==> config.mk <==
export PLATFORM = sky130hd
export DESIGN_NAME = mux4_rr_sched
export DESIGN_NICKNAME = d
export VERILOG_FILES = /design/src/rtl/mux4_sched_pkg.sv /design/src/rtl/rr_pick4.sv /design/src/rtl/mux4_rr_sched.sv
export SDC_FILE = /design/constraint.sdc
export NUM_CORES = 1
export LEC_CHECK = 0
export BUFFER_PORTS_ARGS = -buffer_cell sky130_fd_sc_hd__buf_2
export CAP_MARGIN = 25
export CORE_MARGIN = 4
export CORE_UTILIZATION = 35
export DETAILED_ROUTE_END_ITERATION = 6
export HOLD_SLACK_MARGIN = 0.03
export SLEW_MARGIN = 20
export SYNTH_ARGS = -nofsm -noshare
export SYNTH_HDL_FRONTEND = slang
export SYNTH_SLANG_ARGS = --single-unit
==> constraint.sdc <==
create_clock -name clk -period 1.59 [get_ports clk]
set_clock_uncertainty 0.1 [all_clocks]
set_input_delay 0.159 -clock clk [delete_from_list [all_inputs] [get_ports clk]]
set_output_delay 0.159 -clock clk [all_outputs]
set_load 0.01 [all_outputs]
==> src/rtl/mux4_sched_pkg.sv <==
// rtl/mux4_sched_pkg.sv - shared types and constants for the 4-channel round-robin mux scheduler
package mux4_sched_pkg;

  localparam int NUM_CH = 4;
  localparam int CH_W   = 2;
  localparam int CNT_W  = 3;

  localparam logic [CH_W-1:0] LAST_RESET = 2'd3;

  typedef enum logic [1:0] {
    ST_IDLE   = 2'd0,
    ST_SETTLE = 2'd1,
    ST_OUTPUT = 2'd2
  } sched_state_e;

  function automatic logic [NUM_CH-1:0] ch_onehot(input logic [CH_W-1:0] ch);
    logic [NUM_CH-1:0] v;
    v     = '0;
    v[ch] = 1'b1;
    return v;
  endfunction

endpackage

==> src/rtl/rr_pick4.sv <==
// rtl/rr_pick4.sv - combinational round-robin picker over four request lines
module rr_pick4
  import mux4_sched_pkg::*;
(
  input  logic [NUM_CH-1:0] req_i,
  input  logic [CH_W-1:0]   last_i,
  output logic [CH_W-1:0]   winner_o,
  output logic              any_o
);

  logic            found;
  logic [CH_W-1:0] idx;

  // Search starts one past the last winner and wraps; last itself is tried last.
  always_comb begin
    winner_o = last_i;
    found    = 1'b0;
    idx      = '0;
    for (int i = 1; i <= NUM_CH; i++) begin
      idx = last_i + CH_W'(i);
      if (!found && req_i[idx]) begin
        winner_o = idx;
        found    = 1'b1;
      end
    end
  end

  assign any_o = |req_i;

endmodule

==> src/rtl/mux4_rr_sched.sv <==
// rtl/mux4_rr_sched.sv - round-robin scheduler driving an external 8-bit 4:1 mux select and capturing its output
module mux4_rr_sched
  import mux4_sched_pkg::*;
#(
  parameter int SETTLE = 1
) (
  input  logic              clk,
  input  logic              rst_n,
  input  logic [NUM_CH-1:0] req,
  output logic [NUM_CH-1:0] ack,
  output logic              sel1,
  output logic              sel0,
  input  logic [7:0]        mux_f,
  output logic [7:0]        out_data,
  output logic [CH_W-1:0]   out_chan,
  output logic              out_valid,
  input  logic              out_ready
);

  localparam logic [CNT_W-1:0] CNT_LAST = CNT_W'(SETTLE - 1);

  sched_state_e      state_q, state_d;
  logic [CH_W-1:0]   sel_q, sel_d;
  logic [CH_W-1:0]   last_q, last_d;
  logic [CNT_W-1:0]  cnt_q, cnt_d;
  logic [7:0]        data_q, data_d;
  logic [CH_W-1:0]   chan_q, chan_d;
  logic              valid_q, valid_d;
  logic [NUM_CH-1:0] ack_q, ack_d;

  logic [CH_W-1:0]   winner;
  logic              any_req;

  rr_pick4 u_pick (
    .req_i    (req),
    .last_i   (last_q),
    .winner_o (winner),
    .any_o    (any_req)
  );

  // The select only moves when leaving IDLE, so the external mux sees a stable
  // select for the whole settle window and while the byte waits to be taken.
  always_comb begin
    state_d = state_q;
    sel_d   = sel_q;
    last_d  = last_q;
    cnt_d   = cnt_q;
    data_d  = data_q;
    chan_d  = chan_q;
    valid_d = valid_q;
    ack_d   = '0;
    case (state_q)
      ST_IDLE: begin
        if (any_req) begin
          sel_d   = winner;
          cnt_d   = '0;
          state_d = ST_SETTLE;
        end
      end
      ST_SETTLE: begin
        cnt_d = cnt_q + 1'b1;
        if (cnt_q == CNT_LAST) begin
          data_d  = mux_f;
          chan_d  = sel_q;
          valid_d = 1'b1;
          ack_d   = ch_onehot(sel_q);
          last_d  = sel_q;
          state_d = ST_OUTPUT;
        end
      end
      ST_OUTPUT: begin
        if (valid_q && out_ready) begin
          valid_d = 1'b0;
          state_d = ST_IDLE;
        end
      end
      default: state_d = ST_IDLE;
    endcase
  end

  always_ff @(posedge clk or negedge rst_n) begin
    if (!rst_n) begin
      state_q <= ST_IDLE;
      sel_q   <= '0;
      last_q  <= LAST_RESET;
      cnt_q   <= '0;
      data_q  <= '0;
      chan_q  <= '0;
      valid_q <= 1'b0;
      ack_q   <= '0;
    end else begin
      state_q <= state_d;
      sel_q   <= sel_d;
      last_q  <= last_d;
      cnt_q   <= cnt_d;
      data_q  <= data_d;
      chan_q  <= chan_d;
      valid_q <= valid_d;
      ack_q   <= ack_d;
    end
  end

  assign sel1      = sel_q[1];
  assign sel0      = sel_q[0];
  assign out_data  = data_q;
  assign out_chan  = chan_q;
  assign out_valid = valid_q;
  assign ack       = ack_q;

endmodule

==> flow_summary.yaml <==
sta:
  post-route-period-util: 0.943
  hold_violations: 0
  slew_headroom: 0.651
  tightest_slew_ns: 0.524
  setup_violations: 0
  fin_crit_ns: 1.50
  slew_viol_final: 0
  clock.fmax_ghz: 0.667
cts:
  clk_latency_ns: 0.31
  cts_tree: "built"
  h-tree-depth: 1
  cts.clk_slew.worst_paths_ns: 0.12
  clock-sinks: 24
  max-clock-path-buffers: 2
  cts_buffers: 3
  root_buffer: "clkbuf_4"
critical_path:
  crit_top_cell: "nand2_1"
  critPathKind: "flip-flop to flip-flop"
  cp_data_required_time_ns: 1.70
  cpMaxStageDelayCell: "dfrtp_1"
  endpoint_kind: "flip-flop"
  worst-path-max-fanout: 7
  slowest_delay_ns: 0.40
  cp-start-kind: "flip-flop"
  path_cells: "inv_1, ha_1, nor2b_1, and2_2, buf_4, nand2_1, nand2_1"
  crit_arrival_ns: 1.61
  cpLargestDelayFamily: "simple AND/OR/NAND/NOR gates"
  crit_buf_inv: 2
finish:
  fill_cells: 261
  nNetsFinal: 178
  layout_common_cells: "45 x nand2_1, 31 x buf_2, 22 x dfrtp_1, 10 x dlygate4sd3_1, 6 x nor2b_1"
  drive_gt1_frac: 0.275
  final_cells: 191
  area_growth_pct: 31.8
  diodes: 0
  postLayoutCoreUtil: 0.497
  layout_commonest_cell: "nand2_1"
die:
  core_area_sq_um: 2830
  rows: 19
  pin_count: 32
  die-area_sq_um: 3990
  die_y_microns: 63.2
  initial_utilization: 0.377
  die_w_microns: 63.2
placed_design:
  io_buffers: 31
  place_congestion: 0.739
  dp_hpwl_microns: 1690
  dp_cells: 176
yosys:
  syn_nets: 131
  synthCells: 114
  syn_avg_cell_area_sq_um: 9.35
  ys_seq_elements: 24
  synth_warnings: 0
  synthDistinctLibCells: 27
  syn-cell-area_sq_um: 1070
  ys_seq_area_frac: 0.566
global_routing:
  grt-ovfl-total: 0
  grt_pass1_wl_microns: 4120
  grt_max_degree: 25
  antenna_found_initial: 0
  grt_usage: 0.128
  grt_pass1_vias: 907
drt:
  drc_errors: 0
  vias_per_cell: 4.85
  drtIter0Drc: 47
  dr_total_vias: 926
  ant_nets: 0
  drtPass1Iterations: 4
  detail_route.wl_per_cell_microns: 12.7
  drt-total-wl_microns: 2430
pwr:
  p_per_area_nw_per_um2: 1790
  power_leakage_nw: 0.741
  internal_power_mw: 1.50
  switching_share: 0.404
  pwr-share-clk: 0.108
  peakVddDrop_mv: 0.888
  power_frac_seq: 0.439
  p_switching_mw: 1.02
  comb_power_share: 0.453
status:
  status: "completed"
hold_path:
  worst_hold_path_type: "input port to flip-flop"
flow_run:
  cap_violations: 0
layout make-up:
class / instances / area [sq um] / area share
sequential: 24 / 603 / 0.429
tap: 31 / 38.8 / 0.0276
clock buffer: 4 / 26.3 / 0.0187
timing repair buffer: 45 / 285 / 0.203
inverter: 3 / 11.3 / 0.00801
multi-input combinational: 84 / 440 / 0.313
cell families after synthesis:
logic type / Yosys count / share of synthesized area
simple gates: 68 / 0.291
flops: 24 / 0.566
compound gates: 12 / 0.0786
buf+inv: 6 / 0.0223
fa+ha+maj: 2 / 0.0235
xor+xnor: 1 / 0.00822
mux: 1 / 0.0106
stage by stage:
| step | hold WS (ns) | total power, mW | setup TNS (ns) | setup WS [ns] | area [sq um] |
|---|---|---|---|---|---|
| 6_report | 0.101 | 2.52 | 0 | 0.0900 | 1410 |
| 5_1_grt | 0.0835 | 2.76 | -0.117 | -0.0256 | 1410 |
| 4_1_cts | 0.0908 | 2.52 | 0 | 0.0304 | 1400 |
| 3_5_place_dp | 0.0650 | 2.23 | 0 | 0.0551 | 1270 |
| 3_3_place_gp | 0.0599 | 2.19 | 0 | 0.0884 | 1270 |
| 2_1_floorplan | -0.237 | 1.79 | 0 | 0.159 | 1070 |
cell usage after synthesis:
cell type | number | share of area
a21oi_1 | 2 | 0.0094
a22o_1 | 1 | 0.0082
a2bb2oi_1 | 1 | 0.0082
a32oi_1 | 1 | 0.0082
and2_1 | 1 | 0.0059
and3_1 | 1 | 0.0059
buf_2 | 1 | 0.0047
clkbuf_1 | 2 | 0.0070
dfrtp_1 | 22 | 0.52
dfstp_2 | 2 | 0.049
ha_1 | 2 | 0.023
inv_1 | 3 | 0.011
mux2_2 | 1 | 0.011
nand2_1 | 45 | 0.16
nand2_4 | 1 | 0.011
nand2b_1 | 4 | 0.023
nand3_1 | 3 | 0.014
nor2_1 | 3 | 0.011
nor2b_1 | 6 | 0.035
nor3_1 | 2 | 0.0094
nor3b_1 | 1 | 0.0070
o21ai_0 | 3 | 0.014
o221ai_1 | 2 | 0.016
o22ai_1 | 1 | 0.0059
o2bb2ai_1 | 1 | 0.0082
or4_4 | 1 | 0.011
xor2_1 | 1 | 0.0082
power by group through the flow:
stage                     Sequential [mW]  Combinational (mW)  Clock, mW
after floorplan                      1.15               0.636          0
after global placement               1.10                1.09          0
after detailed placement             1.11                1.12          0
after CTS                            1.10                1.14      0.278
after global routing                 1.15                1.31      0.311
final                                1.11                1.14      0.271
routing by layer:
layer / part of all wire / vias up / GRT usage
met3: 0.060 / 2 / 0.0284
met4: 0.0054 / 0 / 0.0485
met5: 0 / - / 0
li1: - / 464 / -
met2: 0.50 / 28 / 0.215
met1: 0.44 / 432 / 0.159
path summary, 6_finish.rpt:
kind	startpoint	end	slack (ns)	depth (start not counted)
setup / recovery	cnt_q[0]	out_data[4]	0.09	7
hold / removal	req[2]	cnt_q[2]	0.10	3
setup reg to reg	cnt_q[0]	out_data[4]	0.09	7
hold reg to reg	out_chan[1]	out_chan[1]	0.39	2
max in group asynchronous	rst_n	last_q[1]	0.78	2
min in group asynchronous	rst_n	out_data[1]	0.24	2
state kept, by name, summed over array words and instances (netlist names):
name / flops
state_q: 2
sel_q: 2
out_valid: 1
out_data: 8
ack: 4
cnt_q: 3
out_chan: 2
last_q: 2
repair_timing:
item,CTS,global route
resized for setup,0,1
hold endpoints to repair,32,0
hold buffers,10,0
buffers inserted,0,1
endpoints found under the setup margin,0,9
tightest hold or removal path, stage by stage:
cell and delay [ns]:
buf_2 0.11, or4_4 0.14, a21oi_1 0.06
Note: power is estimated with default switching activity, not from simulation.
